===== src/rtl/io_timer_pkg.sv =====
// io_timer_pkg: register offsets and CTRL/STATUS bit positions shared by the timer files
package io_timer_pkg;
    typedef enum logic [2:0] {
        OFF_CTRL, OFF_PRESC, OFF_CNT_L, OFF_CNT_H,
        OFF_CMP_L, OFF_CMP_H, OFF_STATUS, OFF_RSVD
    } reg_off_e;
    localparam int CTRL_EN = 0;
    localparam int CTRL_IRQ_EN = 1;
    localparam int CTRL_ONE_SHOT = 2;
    localparam int CTRL_CLR_ON_MATCH = 3;
    localparam int ST_MATCH = 0;
    localparam int ST_OVF = 1;
endpackage


===== src/rtl/io_timer_if.sv =====
// io_timer_if: CPU data-memory/IO bus plus interrupt lines as seen by the timer
interface io_timer_if;
    logic [15:0] addr;
    logic [7:0] din;
    logic [7:0] dout;
    logic wr_en;
    logic rd_en;
    logic irq;
    logic irq_clr;
    modport master(output addr, din, wr_en, rd_en, irq_clr, input dout, irq);
    modport slave(input addr, din, wr_en, rd_en, irq_clr, output dout, irq);
endinterface


===== src/rtl/io_prescaler.sv =====
// io_prescaler: divides enabled clocks by div+1, tick on the clock where the count wraps
module io_prescaler (
    input  logic       clk,
    input  logic       reset,
    input  logic       en,
    input  logic       clr,
    input  logic [7:0] div,
    output logic       tick
);
    logic [7:0] cnt;
    assign tick = en && cnt == div;
    // count while enabled, wrap on tick; clr restarts the divide period
    always_ff @(posedge clk or posedge reset)
        if (reset) cnt <= '0;
        else if (clr) cnt <= '0;
        else if (en) cnt <= tick ? '0 : cnt + 8'd1;
endmodule


===== src/rtl/io_timer.sv =====
// io_timer: memory-mapped 16-bit timer/compare peripheral; `TIMER_PWM_EN adds pwm_out
module io_timer
    import io_timer_pkg::*;
#(
    parameter logic [15:0] BASE_ADDR = 16'h1010
) (
    input logic clk,
    input logic reset,
    io_timer_if.slave bus
`ifdef TIMER_PWM_EN
    ,
    output logic pwm_out
`endif
);
    logic [3:0] ctrl, ctrl_n;
    logic [7:0] presc, rd_shadow, wr_shadow, rd_data;
    logic [15:0] count, count_n, cmp;
    logic match, ovf, match_n, ovf_n, set_match, set_ovf, tick, sel, rd, wr;
    reg_off_e off;

    assign sel = bus.addr[15:3] == BASE_ADDR[15:3];
    assign off = reg_off_e'(bus.addr[2:0]);
    assign rd = sel && bus.rd_en;
    assign wr = sel && bus.wr_en;

    io_prescaler u_prescaler (
        .clk  (clk),
        .reset(reset),
        .en   (ctrl[CTRL_EN]),
        .clr  (wr && (off == OFF_CNT_L || (off == OFF_CTRL && !bus.din[CTRL_EN]))),
        .div  (presc),
        .tick (tick)
    );

    // read mux over the pre-write register values
    always_comb begin
        rd_data = '0;
        case (off)
            OFF_CTRL:   rd_data = {4'h0, ctrl};
            OFF_PRESC:  rd_data = presc;
            OFF_CNT_L:  rd_data = count[7:0];
            OFF_CNT_H:  rd_data = rd_shadow;
            OFF_CMP_L:  rd_data = cmp[7:0];
            OFF_CMP_H:  rd_data = cmp[15:8];
            OFF_STATUS: rd_data = {6'h0, ovf, match};
            default:    rd_data = '0;
        endcase
    end

    // count/compare step: a CPU write to COUNT overrides any tick; flag sets beat clears
    always_comb begin
        count_n = count;
        ctrl_n = ctrl;
        set_match = 1'b0;
        set_ovf = 1'b0;
        if (wr && off == OFF_CNT_L) count_n = {wr_shadow, bus.din};
        else if (tick) begin
            if (count == cmp) begin
                set_match = 1'b1;
                count_n = ctrl[CTRL_CLR_ON_MATCH] ? '0 : count + 16'd1;
                if (ctrl[CTRL_ONE_SHOT]) ctrl_n[CTRL_EN] = 1'b0;
            end else if (count == 16'hFFFF) begin
                count_n = '0;
                set_ovf = 1'b1;
            end else count_n = count + 16'd1;
        end
        if (wr && off == OFF_CTRL) ctrl_n = bus.din[3:0];
        match_n = set_match || (match && !(bus.irq_clr || (wr && off == OFF_STATUS && bus.din[ST_MATCH])));
        ovf_n = set_ovf || (ovf && !(bus.irq_clr || (wr && off == OFF_STATUS && bus.din[ST_OVF])));
    end

    // register file, flags, latched read data and interrupt level
    always_ff @(posedge clk or posedge reset)
        if (reset) begin
            ctrl <= '0;
            presc <= '0;
            count <= '0;
            cmp <= '0;
            match <= 1'b0;
            ovf <= 1'b0;
            rd_shadow <= '0;
            wr_shadow <= '0;
            bus.dout <= '0;
            bus.irq <= 1'b0;
        end else begin
            ctrl <= ctrl_n;
            count <= count_n;
            match <= match_n;
            ovf <= ovf_n;
            bus.irq <= (match_n || ovf_n) && ctrl_n[CTRL_IRQ_EN];
            bus.dout <= rd ? rd_data : '0;
            if (rd && off == OFF_CNT_L) rd_shadow <= count[15:8];
            if (wr && off == OFF_PRESC) presc <= bus.din;
            if (wr && off == OFF_CNT_H) wr_shadow <= bus.din;
            if (wr && off == OFF_CMP_L) cmp[7:0] <= bus.din;
            if (wr && off == OFF_CMP_H) cmp[15:8] <= bus.din;
        end

`ifdef TIMER_PWM_EN
    // PWM high while counting below the compare value
    always_ff @(posedge clk or posedge reset)
        if (reset) pwm_out <= 1'b0;
        else pwm_out <= ctrl[CTRL_EN] && count < cmp;
`endif
endmodule


===== src/flat_wrapper.sv =====
// flat-port wrapper written by rule: the top's interface ports become plain ports
module io_timer_flat import io_timer_pkg::*;
#(
    parameter logic [15:0] BASE_ADDR = 16'h1010
)
  (clk, reset, bus_addr, bus_din, bus_wr_en, bus_rd_en, bus_irq_clr, bus_dout, bus_irq);
  io_timer_if bus_i ();
  input logic clk;
  input logic reset;
  input wire logic [$bits(bus_i.addr)-1:0] bus_addr;
  input wire logic [$bits(bus_i.din)-1:0] bus_din;
  input wire logic [$bits(bus_i.wr_en)-1:0] bus_wr_en;
  input wire logic [$bits(bus_i.rd_en)-1:0] bus_rd_en;
  input wire logic [$bits(bus_i.irq_clr)-1:0] bus_irq_clr;
  output wire logic [$bits(bus_i.dout)-1:0] bus_dout;
  output wire logic [$bits(bus_i.irq)-1:0] bus_irq;
  assign bus_i.addr = bus_addr;
  assign bus_i.din = bus_din;
  assign bus_i.wr_en = bus_wr_en;
  assign bus_i.rd_en = bus_rd_en;
  assign bus_i.irq_clr = bus_irq_clr;
  assign bus_dout = bus_i.dout;
  assign bus_irq = bus_i.irq;
  io_timer #(.BASE_ADDR(BASE_ADDR)) u_core (.clk(clk), .reset(reset), .bus(bus_i));
endmodule

===== config.mk =====
export PLATFORM = sky130hd
export DESIGN_NAME = io_timer_flat
export DESIGN_NICKNAME = d
export VERILOG_FILES = /design/src/rtl/io_timer_pkg.sv /design/src/rtl/io_timer_if.sv /design/src/rtl/io_prescaler.sv /design/src/rtl/io_timer.sv /design/src/flat_wrapper.sv
export SDC_FILE = /design/constraint.sdc
export NUM_CORES = 1
export LEC_CHECK = 0
export CORE_ASPECT_RATIO = 0.5
export CORE_MARGIN = 1.5
export CORE_UTILIZATION = 52
export DETAILED_ROUTE_END_ITERATION = 6
export PLACE_DENSITY = 0.76
export SLEW_MARGIN = 20
export SYNTH_ARGS = -nofsm -noshare
export SYNTH_HDL_FRONTEND = slang
export SYNTH_SLANG_ARGS = --single-unit

===== constraint.sdc =====
create_clock -name clk -period 2.35 [get_ports clk]
set_input_delay 0.47 -clock clk [delete_from_list [all_inputs] [get_ports clk]]
set_output_delay 0.47 -clock clk [all_outputs]
set_load 0.02 [all_outputs]

==> impl_metrics.json <==
{
  "drtIter0Drc": 470,
  "synthTopCellsByArea": "dfrtp_1 (46%), mux2_2 (11%), xnor2_1 (5.3%)",
  "io_buffers": 37,
  "synth.most_common_cell": "dfrtp_1",
  "critPathRequiredTime_ns": 2.56,
  "path_buf_inv": 3,
  "grt_overflow": 0,
  "ir_worst_vdd_uv": 418,
  "syn_area_sq_mm": 0.00432,
  "start_util_pct": 53.8,
  "die_height_um": 67.4,
  "p_sw_share_pct": 21.4,
  "die_width_um": 132,
  "setup_viol": 0,
  "grt_pass1_vias": 3589,
  "ys_seq_area_share_pct": 45.8,
  "grtUsageTotal_pct": 31.3,
  "drc": 0,
  "gp_congestion": 0.934,
  "crit_chain": "clkdlybuf4s50_1 > nor4_4 > nand4_1 > nor3_2 > buf_6 > buf_4 > nor4_1 > o21ai_0 > nand3_1",
  "relSlewSlack_pct": 60.7,
  "r2r_cells": 7,
  "status": "finished, final reports clean",
  "setup_ws_ns": 0.0385,
  "critical_path.max_fanout": 7,
  "pwr_density_cell_mw_per_mm2": 541,
  "clockPowerShare_pct": 49.4,
  "layout.nets": 549,
  "synth_top_area_share_pct": 45.8,
  "syn_nets": 459,
  "ant_nets": 0,
  "crit_arrival_ns": 2.52,
  "p_comb_share_pct": 6.1,
  "vias_per_cell": 6.19,
  "drv_cap": 0,
  "fp.dieArea_sq_mm": 0.00889,
  "critical_path.slowest_cell": "clkdlybuf4s50_1",
  "area_delta_synth_final_pct": 31.0,
  "hold_path_end": "u_core.count[11]$_DFFE_PP0P_",
  "syn_avg_cell_area_sq_um": 10.1,
  "critPathLaunchType": "input port",
  "crit_path_end_kind": "flip-flop",
  "clock-sinks": 79,
  "place_area_sq_mm": 0.00520,
  "power_leakage_uw": 0.00253,
  "reg2reg_to": "u_core.count[2]$_DFFE_PP0P_",
  "clock_skew_ns": 0.00614,
  "synth.distinct_cells": 54,
  "synth_ff_type": "dfrtp_1",
  "hold_path_depth": 2,
  "clk_path_buf_depth": 2,
  "ios": 38,
  "std_cell_rows": 23,
  "min_period_over_period_pct": 98.4,
  "post-place-ws_ns": -0.365,
  "async_flop_share_pct": 100,
  "syn_inst": 428,
  "antenna_found_initial": 1,
  "fmax_mhz": 433,
  "period_minus_slack_ns": 2.31,
  "worstMarginPinSlew_ns": 0.585,
  "final_area_sq_mm": 0.00566,
  "final-hold-violation-count": 0,
  "clk_latency_ns": 0.34,
  "timing.final.max_slew_violations": 0,
  "dp_cells": 614,
  "stdcell_count": 636,
  "layout-drive-gt1-share_pct": 27.5,
  "crit_type": "in2reg",
  "synth_common_cells": "dfrtp_1 (79), mux2_2 (43), nand2_1 (41)",
  "firstDrtPassIters": 5,
  "place_hpwl_um": 9250,
  "cts_buffers": 9,
  "rr_startpoint": "u_core.count[10]$_DFFE_PP0P_",
  "wl_per_cell_um": 21.0,
  "slowest_delay_ns": 0.44,
  "p_int_uw": 2400,
  "hp-start": "u_core.wr_shadow[3]$_DFFE_PP0P_",
  "seq_power_share_pct": 44.6,
  "p_sw_uw": 653,
  "grt_max_degree": 80,
  "cp_top_family": "simple AND/OR/NAND/NOR gates",
  "num_vias": 3939,
  "yosys.area.top_type": "dfrtp_1",
  "htree_levels": 3,
  "rrSetupSlack_ns": 0.06,
  "clk_pin_slew_ns": 0.06,
  "wirelength_um": 13400,
  "ys_ff_latch": 79,
  "cts_tree": "yes",
  "synth_edf_count": 0,
  "ys_warn_count": 0,
  "grt_pass1_wl_um": 20300,
  "hold_path_class": "reg2reg",
  "core_sq_mm": 0.00803,
  "cts_root_buffer": "clkbuf_16"
}
-- metrics by stage --
stage	hold slack [ns]	utilization, %	setup TNS (ns)	total power [uW]
2_1_floorplan	0.444	-	0	1450
5_1_grt	0.523	70.4	-0.00200	3140
6_report	0.490	70.4	0	3060
3_5_place_dp	0.477	64.8	-12.26	1560
4_1_cts	0.497	68.9	0	3060
3_3_place_gp	0.461	64.8	-11.14	1560
-- cell type report --
type	instances	area, sq um
clock buffers	11	243
multi-input cells	316	2270
clock inverters	5	81.3
repair buffers	100	895
well taps	112	140
inverters	12	48.8
diodes	1	2.50
fillers	587	2370
flip-flops and latches	79	1980
-- cell families after synthesis --
| family | count (synthesis) | synth area share, % |
|---|---|---|
| buffers and inverters | 34 | 3.45 |
| adder cells (fa/ha/maj) | 2 | 0.580 |
| multiplexers | 53 | 14.1 |
| flip-flops | 79 | 45.8 |
| AND/OR/NAND/NOR | 160 | 19.9 |
| AO/OA/AOI/OAI | 70 | 10.1 |
| XOR/XNOR | 30 | 6.09 |
-- worst register-to-register path, stage by stage (launching register included) --
cell and delay, ns:
dfrtp_1 0.48, xnor2_1 0.21, nand4_1 0.17, nor4_4 0.41
mux2i_2 0.38, and3b_2 0.30, nand2_1 0.08, o211ai_1 0.17
-- timing repair --
item,in CTS,in global routing
endpoints found under the setup margin,2,31
gates cloned,0,1
gates resized for setup,1,18
hold buffers,0,0
hold endpoints to repair,0,0
pin swaps,0,5
buffers inserted,0,4
-- worst max-delay path by stage --
stage                       from                            to  slack, ns  depth (start not counted)
floorplan            bus_addr[4]   u_core.presc[0]$_DFFE_PP0P_       0.13                          8
CTS                 bus_addr[10]   u_core.presc[3]$_DFFE_PP0P_     0.0003                          7
global placement    bus_addr[10]   u_core.count[4]$_DFFE_PP0P_      -0.31                          7
detailed placement  bus_addr[10]   u_core.count[4]$_DFFE_PP0P_      -0.37                          7
finish               bus_addr[9]  u_core.count[13]$_DFFE_PP0P_       0.04                          9
global route         bus_addr[9]  u_core.count[13]$_DFFE_PP0P_     -0.002                          9
-- layout by cell type (no fill, tap or decap), types with 5 or more instances in the layout --
cell type	instances
dfrtp_1	79
buf_4	57
mux2_2	43
nand2_1	40
clkdlybuf4s50_1	36
nor2_1	34
xnor2_1	26
o21ai_0	21
nand3_1	17
a21oi_1	16
nand4_1	13
inv_1	11
and3_1	9
clkbuf_16	9
mux2i_1	7
o21ai_1	6
nor3_1	5
a22oi_1	5
-- metal layers --
metal | part of all wire [%] | vias to the layer above | GRT usage [%]
met5 | 0 | - | 0
met2 | 41 | 238 | 45.3
li1 | - | 1728 | -
met1 | 45 | 1939 | 44.4
met3 | 12 | 34 | 10.5
met4 | 2.2 | 0 | 9.86
-- registers in the layout (all words and copies together), names as in the netlist --
name	flops
u_core.u_prescaler.cnt	8
u_core.match	1
u_core.wr_shadow	8
u_core.ctrl	4
u_core.ovf	1
u_core.count	16
u_core.presc	8
u_core.bus.irq	1
u_core.rd_shadow	8
u_core.bus.dout	8
u_core.cmp	16
-- power groups by stage --
stage	Sequential (uW)	Clock (uW)	Combinational [uW]
after floorplan	1390	0	65.2
after detailed placement	1390	0	176
after global placement	1390	0	176
after global routing	1360	1580	198
final	1360	1510	185
after CTS	1360	1520	177
Note: power is estimated with default switching activity, not from simulation.
